`src/rtl/ship_amount_selector.sv`:
```
// rtl/ship_amount_selector.sv - button debounce/edge detect and ship-count selection FSM
// Produces a bounded ship count and an active-low confirm for the decision-state logic.
module ship_amount_selector #(
    parameter int MIN_SHIPS       = 1,
    parameter int MAX_SHIPS       = 5,
    parameter int DEBOUNCE_CYCLES = 4
) (
    input  logic       clk,
    input  logic       rst,
    input  logic       btn_up,
    input  logic       btn_down,
    input  logic       btn_confirm,
    input  logic       decision_state,
    output logic [2:0] player_amount_ships,
    output logic       player_confirm_amount,
    output logic       selecting
);
    localparam int CW = $clog2(DEBOUNCE_CYCLES + 1);
    localparam logic [CW-1:0] CNT_LAST = CW'(DEBOUNCE_CYCLES - 1);
    localparam logic [2:0] MIN_CNT = 3'(MIN_SHIPS);
    localparam logic [2:0] MAX_CNT = 3'(MAX_SHIPS);

    typedef enum logic [1:0] {IDLE, SELECT, CONFIRMED} state_t;

    logic [2:0]         raw;
    logic [2:0]         sync_q1;
    logic [2:0]         sync_q2;
    logic [2:0]         deb_level;
    logic [2:0]         deb_prev;
    logic [2:0]         armed;
    logic [2:0]         press_evt;
    logic [2:0][CW-1:0] deb_cnt;
    logic [1:0]         warm_cnt;
    logic               warm;

    state_t     state;
    state_t     state_next;
    logic [2:0] count_next;
    logic       up_evt;
    logic       down_evt;
    logic       conf_evt;

    assign raw      = {btn_confirm, btn_down, btn_up};
    assign warm     = (warm_cnt == 2'd2);
    assign up_evt   = press_evt[0];
    assign down_evt = press_evt[1];
    assign conf_evt = press_evt[2];

    // A button is armed only once it has been seen released after reset, so a
    // button held across reset release cannot produce an event.
    always_ff @(posedge clk or posedge rst) begin
        if (rst) begin
            sync_q1   <= '0;
            sync_q2   <= '0;
            deb_level <= '0;
            deb_prev  <= '0;
            armed     <= '0;
            press_evt <= '0;
            deb_cnt   <= '0;
            warm_cnt  <= '0;
        end else begin
            sync_q1   <= raw;
            sync_q2   <= sync_q1;
            deb_prev  <= deb_level;
            press_evt <= deb_level & ~deb_prev & armed;
            armed     <= armed | ({3{warm}} & ~sync_q2);
            if (!warm) begin
                warm_cnt <= warm_cnt + 2'd1;
            end
            for (int i = 0; i < 3; i++) begin
                if (sync_q2[i] == deb_level[i]) begin
                    deb_cnt[i] <= '0;
                end else if (deb_cnt[i] == CNT_LAST) begin
                    deb_level[i] <= sync_q2[i];
                    deb_cnt[i]   <= '0;
                end else begin
                    deb_cnt[i] <= deb_cnt[i] + 1'b1;
                end
            end
        end
    end

    always_comb begin
        state_next = state;
        count_next = player_amount_ships;
        case (state)
            IDLE: begin
                if (decision_state) begin
                    state_next = SELECT;
                    count_next = MIN_CNT;
                end
            end
            SELECT: begin
                if (!decision_state) begin
                    state_next = IDLE;
                end else if (conf_evt) begin
                    state_next = CONFIRMED;
                end else if (up_evt && !down_evt) begin
                    if (player_amount_ships < MAX_CNT) begin
                        count_next = player_amount_ships + 3'd1;
                    end
                end else if (down_evt && !up_evt) begin
                    if (player_amount_ships > MIN_CNT) begin
                        count_next = player_amount_ships - 3'd1;
                    end
                end
            end
            CONFIRMED: begin
                if (!decision_state) begin
                    state_next = IDLE;
                end
            end
            default: state_next = IDLE;
        endcase
    end

    always_ff @(posedge clk or posedge rst) begin
        if (rst) begin
            state                 <= IDLE;
            player_amount_ships   <= '0;
            selecting             <= 1'b0;
            player_confirm_amount <= 1'b1;
        end else begin
            state                 <= state_next;
            player_amount_ships   <= count_next;
            selecting             <= (state_next == SELECT);
            player_confirm_amount <= (state_next != CONFIRMED);
        end
    end
endmodule
```
`config.mk`:
```
export PLATFORM = sky130hd
export DESIGN_NAME = ship_amount_selector
export DESIGN_NICKNAME = d
export VERILOG_FILES = /design/src/rtl/ship_amount_selector.sv
export SDC_FILE = /design/constraint.sdc
export NUM_CORES = 1
export LEC_CHECK = 0
export CORE_AREA = 2 2 91 58
export CTS_CLUSTER_SIZE = 10
export DETAILED_ROUTE_END_ITERATION = 8
export DIE_AREA = 0 0 93 60
export PLACE_DENSITY_LB_ADDON = 0.2
export SLEW_MARGIN = 0
export SYNTH_ARGS = -nofsm -noshare
export SYNTH_HDL_FRONTEND = slang
export SYNTH_SLANG_ARGS = --single-unit
```
`constraint.sdc`:
```
create_clock -name clk -period 1.4 [get_ports clk]
set_input_delay 0.28 -clock clk [delete_from_list [all_inputs] [get_ports clk]]
set_output_delay 0.28 -clock clk [all_outputs]
set_load 0.02 [all_outputs]
```
# Word level (Yosys, flattened, before mapping)
# Cells that the tools add are included.
# totals
register_bits	36
# op_classes
n_eq_ne	17
muxes	19
bitwise	9
n_reduce_logical	10
magnitude_cmp	2
n_addsub	6
# ops
operator	count
3-bit 2-to-1 mux	13
3-bit by 1-bit adder with 3-bit output, second input constant	4
3-bit AND	3
3-bit by 2-bit equality test with 1-bit output, second input constant	3
3-bit != test, second input constant	3
2-bit 2-to-1 mux	4
2-bit != test, second input constant	4
7-bit AND reduction	1
3-bit NOT	2
2-bit one-hot mux with 3 select lines	1
3-bit one-hot mux with 2 select lines	1
2-bit AND reduction	3
2-bit by 1-bit equality test with 1-bit output, second input constant	2
2-bit equality test, second input constant	2
1-bit equality test	3
3-bit by 1-bit > comparator with 1-bit output, second input constant	1
3-bit < comparator, second input constant	1
1-bit NOT	3
3-bit OR	1
3-bit by 1-bit subtractor with 3-bit output, second input constant	1
2-bit by 1-bit adder with 2-bit output, second input constant	1
1-bit logical AND	2
1-bit zero test	2
2-bit zero test	1
2-bit nonzero test	1

# Logic depth before layout (Yosys ltp)
# Gate-level depths: netlist of the first run.
# depth
depth_word	7
ltp_mapped	6

# Worst setup path after synthesis of the first run
# Ideal clock, no wire load.
# synth_path
path_type	flip-flop to flip-flop
start	reg press_evt[0]
end	reg player_amount_ships[0]
path_buffers	0
synth_period_minus_slack_ns	1.463
t_arrival_ns	1.338
path_slack_ns	-0.063
path_stages_with_launch	6
required_time_ns	1.275
path_cell_list	dfrtp_1 ha_1 nor3_1 o21ai_2 and3_4 mux2_4
# synth_between
elab_chain_cells	5
word_cells_on_any_way	11
classes_between	eq/ne (3); mux (4); reduce/logical (4)
# synth_lines
element	line_no	rtl
from (decl)	31	logic [2:0] press_evt;
from (signal assigned)	65	press_evt <= deb_level & ~deb_prev & armed;
1-bit logical AND	98	end else if (up_evt && !down_evt) begin
3-bit 2-to-1 mux	98	
3-bit 2-to-1 mux	96	end else if (conf_evt) begin
3-bit 2-to-1 mux	94	if (!decision_state) begin
3-bit one-hot mux with 2 select lines	86	case (state)
to (signal assigned)	125	player_amount_ships <= count_next;
to (decl)	14	output logic [2:0] player_amount_ships,
# Several ways; a longest one is shown, not always the timed one. The select of a mux whose other input is x is not followed.
# A chain may end at the register's enable or synchronous reset.

# Worst setup path after layout of the first run
# Same ends and word-level chain as after synthesis.

==> results of run 1 <==
layer usage:
metal	part of all wire (%)	vias up
met5	0	-
met4	2.1	0
met3	5.1	7
met2	46	15
met1	46	398
li1	-	392
layout by cell type, fill, tap and decap left out, drive strengths merged, types with 2 or more instances in the layout:
| cell type | n |
|---|---|
| xnor2 | 5 |
| ha | 7 |
| dlygate4sd2 | 3 |
| and3b | 3 |
| nor3 | 4 |
| nor3b | 6 |
| mux2i | 2 |
| clkbuf | 8 |
| a21o | 3 |
| dfrtp | 35 |
| a21oi | 3 |
| buf | 6 |
| nor2b | 3 |
| o21ai | 3 |
| clkdlybuf4s50 | 5 |
| inv | 11 |
| mux2 | 4 |
| nand2 | 5 |
kinds of logic after synthesis:
family                     Yosys count  synth area share (%)
DFF                                 36                  64.8
and+or+nand+nor                     26                  12.0
AOI/OAI and AO/OA                   12                  5.85
buffers and inverters               11                  2.97
adders and majority gates            7                  6.29
muxes                                6                  4.95
xor gates and xnor gates             5                  3.15
sequential cells by signal, summed over array words and instances (netlist names):
register               count
deb_cnt                    9
armed                      3
deb_level                  3
deb_prev                   3
player_amount_ships        3
press_evt                  3
sync_q1                    3
sync_q2                    3
state                      2
warm_cnt                   2
player_confirm_amount      1
selecting                  1
where the power goes:
group / switching (mW) / leakage, nW / internal, mW
clock network: 0.356 / 0.0445 / 0.399
registers: 0.206 / 0.433 / 1.31
logic: 0.411 / 0.312 / 0.524
layout make-up:
class | instances | share of cell area [%]
clock buffers | 7 | 4.92
clock inverters | 1 | 0.428
inverters | 11 | 2.35
multi-input cells | 56 | 27.6
flip-flops and latches | 36 | 51.5
well taps | 66 | 4.70
repair buffers | 16 | 8.48
per-stage QoR:
step                      std cells  worst slack [ns]  util [%]  TNS (ns)
after CTS                       192          0.000470      36.2         0
after detailed placement        184            -0.254      34.3    -0.675
after global placement          184            -0.214      34.3    -0.563
after global routing            193           -0.0335      36.5   -0.0538
after floorplan                 103           0.00217         -         0
final                           193            0.0182      36.5         0
synthesized netlist by cell type, types with 2 or more instances:
cell type  instances
dfrtp_1           35
nor2b_1            3
nor3_1             4
o21ai_0            2
nand2_1            5
mux2i_1            2
mux2_2             3
ha_1               7
xnor2_1            5
a21o_1             3
nor3b_1            6
a21oi_1            3
and3b_1            3
inv_1             11
tightest hold or removal path: stages:
cell             delay (ns)
clkdlybuf4s50_1        0.39
inv_1                  0.09
buf_12                 0.22
final timing paths:
check                             start                endpoint  slack (ns)
setup / recovery           press_evt[0]  player_amount_ships[0]        0.02
hold / removal                      rst  player_amount_ships[1]        0.33
setup reg to reg           press_evt[0]  player_amount_ships[0]        0.02
hold reg to reg              sync_q1[1]              sync_q2[1]        0.35
max in group asynchronous           rst   player_confirm_amount        0.82
min in group clk             sync_q1[1]              sync_q2[1]        0.35
timing repair:
action,in CTS,in global routing
gates resized for setup,7,7
gates cloned,0,0
pin swaps,1,0
setup buffers,0,1
setup endpoints to repair,6,6
==> metrics.txt, run 1 <==
Mapped Nets 116; FILL cells between 400 and 500; Top Usage Layer GRT met2; period utilization between 90% and 100%; met1 track demand over resource 10.7%; Antenna Cells 0; WL final between 2 and 2.5 mm; met3 GRT Util around 3.8%; Mapped Area around 0.0014 mm2; R2R depth 5; Die H 60 um; ys async rst share 100%; Final Hold Viols 0; Mapped Cells 103; gp weighted congestion about 0.77; Critical Path RT ~1.6 ns; hpwl dp approximately 1.5 mm; global route overflow 0; critical path class reg2reg; Max Fclk just over 700 MHz; wire per inst 11.0 um; Final Power 3.21 mW; vias in the first global route roughly 860; Yosys top cell area share a little over three fifths; root buffer cell clkbuf_8; slowest stage delay, CP about 0.41 ns; CP endpoint kind flop; Max-slew headroom 81.1%; CTS tree done; VDD IR-drop max between 500 and 600 uV; die area about 0.0056 mm2; Leakage around 0.8 nW; crit path max fanout 4; top cells by area, synth dfrtp_1 63%, ha_1 6.3%, nor3b_1 3.2%; Final Cell Area ~0.0018 mm2; clock slew at reported path FFs ~0.070 ns; Top delay family on crit path flip-flops; RSZ-0062 raised after global routing true; Vias/cell between 4 and 5; cells along the critical path ha_4 > nor3_2 > o21ai_2 > and3_4 > mux2_4; Critical Path Source Type flop; number of flops mapped to enable cells by yosys 0; Setup Viol. Count Final 0; Pre-Repair DR Iteration Count 4; I/O pin count 11; CTS Buf Count 5; CP Buf/Inv Count 0; CP Data Arrival Time ~1.6 ns; DIE WIDTH roughly 93 um; layout cell share with drive strength beyond 1 26.0%; Remaining DRCs 0; Clock Tree Buf Depth 2; Pwr Density 1830 mW/mm2; port buffer count 10; Yosys top cell by area dfrtp_1; Worst-Margin Slew 0.282 ns; hold crit path type in2async; Worst path slowest cell dfrtp_1; area of the multi-input gates between 400 and 500 um2; GRT Util Overall a little under a tenth; Hold Slack 0.333 ns; initial antenna violation count 0; # nets final 139; clock sink count 36; initial DRC count 35; # hold bufs at CTS 0; vias post-DR 812; routing usage on met2 around 16%; Max-cap violations 0; global-route wire length before repair slightly below 4 mm; Synth Warn # 0; P&R area growth vs syn 26.2%; Clk Latency, worst-skew pair approximately 0.28 ns; Post-DP Area approximately 0.0016 mm2; status complete, no violations; WP depth 5; Core Area 0.00480 mm2; Synth Register Bits 36; Fin Clk Skew between 0.003 and 0.004 ns; row count 20; DRT antenna net count 0; max-slew violation count 0; Synth Flop Type dfrtp_1; register area 905 um2; Avg Inst Size Synth between 10 and 15 um2; largest net degree at the start of global routing 37; Tmin final 1.38 ns; sequential cell area fraction in the yosys report between 60% and 70%; starting density of the core between 20% and 30%; CTS H-Tree Depth 2; Unique masters post-synth 25
(Power assumes the default switching activity.)
==> run 2: changes to the inputs <==
--- a/config.mk
+++ b/config.mk
@@ -5,11 +5,12 @@
 export SDC_FILE = /design/constraint.sdc
 export NUM_CORES = 1
 export LEC_CHECK = 0
-export CORE_AREA = 2 2 91 58
+export CORE_AREA = 2 2 52 102
 export CTS_CLUSTER_SIZE = 10
 export DETAILED_ROUTE_END_ITERATION = 8
-export DIE_AREA = 0 0 93 60
+export DIE_AREA = 0 0 54 104
 export PLACE_DENSITY_LB_ADDON = 0.2
+export SETUP_SLACK_MARGIN = 0.15
 export SLEW_MARGIN = 0
 export SYNTH_ARGS = -nofsm -noshare
 export SYNTH_HDL_FRONTEND = slang
==> metrics.txt, run 2 (synthesized netlist as in run 1, its figures left out) <==
Max-cap violations 0; Pwr Density ~1900 mW/mm2; Max Fclk 713 MHz; critical path class reg2reg; hpwl dp approximately 1.6 mm; final core utilization 36.4%; Switching Power just under 1 mW; Worst-Margin Slew 0.325 ns; layout cell share with drive strength beyond 1 between 30% and 40%; Critical Path Source Type flop; Setup Viol. Count Final 1; Clock Tree Buf Depth 2; port buffer count 10; Fin Clk Skew approximately 0.0055 ns; Max-slew headroom approximately four fifths; vias in the first global route 904; clock sink count 36; WL final approximately 2.2 mm; Core Area 0.00486 mm2; Post-DP Area approximately 0.0016 mm2; R2R depth 4; I/O pin count 11; DIE WIDTH ~54 um; Vias/cell between 4 and 5; cells along the critical path ha_4 > o21ai_4 > and3_4 > mux2_4; vias post-DR 825; final worst slack -0.00268 ns; # nets final roughly 140; CTS tree done; clock slew at reported path FFs ~0.07 ns; Final Hold Viols 0; Clk Latency, worst-skew pair ~0.28 ns; sequential share of power roughly 46%; GRT Util Overall 9.30%; Worst R2R Start press_evt[0]; Leakage around 0.80 nW; CP endpoint kind flop; slowest stage delay, CP about 0.40 ns; P_int about 2.3 mW; initial DRC count 12; max-slew violation count 0; Comb pwr share roughly a third; crit path max fanout 2; DRT antenna net count 0; Pre-Repair DR Iteration Count 2; wire per inst ~12 um; Die H between 100 and 150 um; Largest register FFs 9; commonest non-fill, non-tap cell in the layout dfrtp_1; Biggest register deb_cnt; die area ~0.0056 mm2; Worst path slowest cell dfrtp_1; status finished with violations; gp weighted congestion between 0.6 and 0.7; Critical Path RT between 1.5 and 2 ns; most frequent cells in the layout 33 x dfrtp_1, 9 x inv_1, 6 x nor3b_1, 6 x clkbuf_8, 6 x buf_4; Reg2Reg Capture Point player_amount_ships[0]; reg2reg setup slack -0.003 ns; largest net degree at the start of global routing 31; VDD IR-drop max between 700 and 800 uV; hold crit path type in2async; failing checks negative setup slack; global-route wire length before repair 3.75 mm; global route overflow 0; root buffer cell clkbuf_8; Final Cell Area ~0.0018 mm2; Antenna Cells 0; P&R area growth vs syn 27.2%; Tmin final 1.40 ns; CTS H-Tree Depth 2; CTS Buf Count 5; RSZ-0062 raised after global routing true; Remaining DRCs 0; Clk network pwr share approximately 22%; starting density of the core between 20% and 30%; initial antenna violation count 0; row count 36; period utilization 100%; Net Sw Frac approximately 30%; CP Data Arrival Time around 1.6 ns
==> run 2: cell types whose count changed in the layout (fill, tap and decap cells not counted), moves of 2 or more <==
cell	previous run	this run
buf_2	0	3
dlygate4sd2_1	3	0
buf_6	0	2
a21oi_2	2	0
a21oi_1	1	3
ha_2	0	2
ha_1	6	4
nor2b_1	3	0
nor2b_2	0	3
==> run 2: area by class of cell <==
cell class                 instances  area, um2
inverter                          11       41.3
fill                             491       3090
tap                               57       71.3
multi-input combinational         56        500
clock buffer                       8       90.1
sequential                        36        905
timing repair buffer              18        163
==> run 2: how the worst max path moves through the flow <==
stage | startpoint | to
global placement | decision_state | player_amount_ships[0]
CTS | press_evt[0] | player_amount_ships[0]
floorplan | press_evt[1] | player_amount_ships[0]
finish | press_evt[0] | player_amount_ships[0]
detailed placement | decision_state | player_amount_ships[0]
global route | press_evt[0] | player_amount_ships[0]
==> run 2: metal layers <==
layer	GRT usage [%]	vias to the layer above	wire, um
met2	16.7	10	1330
met5	0	-	0
met3	2.59	5	59
li1	-	395	-
met1	7.97	415	739
met4	6.43	0	70
==> run 2: repair_timing <==
item / in CTS / in global routing
pin swaps: 2 / 0
gates resized for setup: 26 / 5
hold buffers: 0 / 0
setup endpoints to repair: 9 / 6
buffers inserted: 1 / 3
==> run 2: power by group through the flow <==
stage / Sequential, mW / Clock (mW) / Combinational (mW)
final: 1.51 / 0.728 / 1.06
after global routing: 1.54 / 0.805 / 1.17
after CTS: 1.52 / 0.768 / 0.997
after detailed placement: 1.53 / 0 / 0.946
after global placement: 1.51 / 0 / 0.907
after floorplan: 1.53 / 0 / 0.625
==> run 2: worst max-delay path, delay by kind of cell (launching register included) <==
kind | cells | cell delay (ns)
multiplexers | 1 | 0.29
AND/OR/NAND/NOR | 1 | 0.20
flip-flops | 1 | 0.40
AO/OA/AOI/OAI | 1 | 0.15
adder cells (fa/ha/maj) | 1 | 0.25
==> run 2: through the flow <==
step	worst slack (ns)	setup TNS, ns	power [mW]	std cells	hold WS, ns
2_1_floorplan	0.0115	0	2.16	103	0.311
3_3_place_gp	-0.197	-0.529	2.42	174	0.334
3_5_place_dp	-0.233	-0.652	2.47	174	0.338
4_1_cts	-0.0232	-0.0232	3.28	183	0.247
5_1_grt	-0.0416	-0.0852	3.52	186	0.264
6_report	-0.00268	-0.00268	3.30	186	0.246
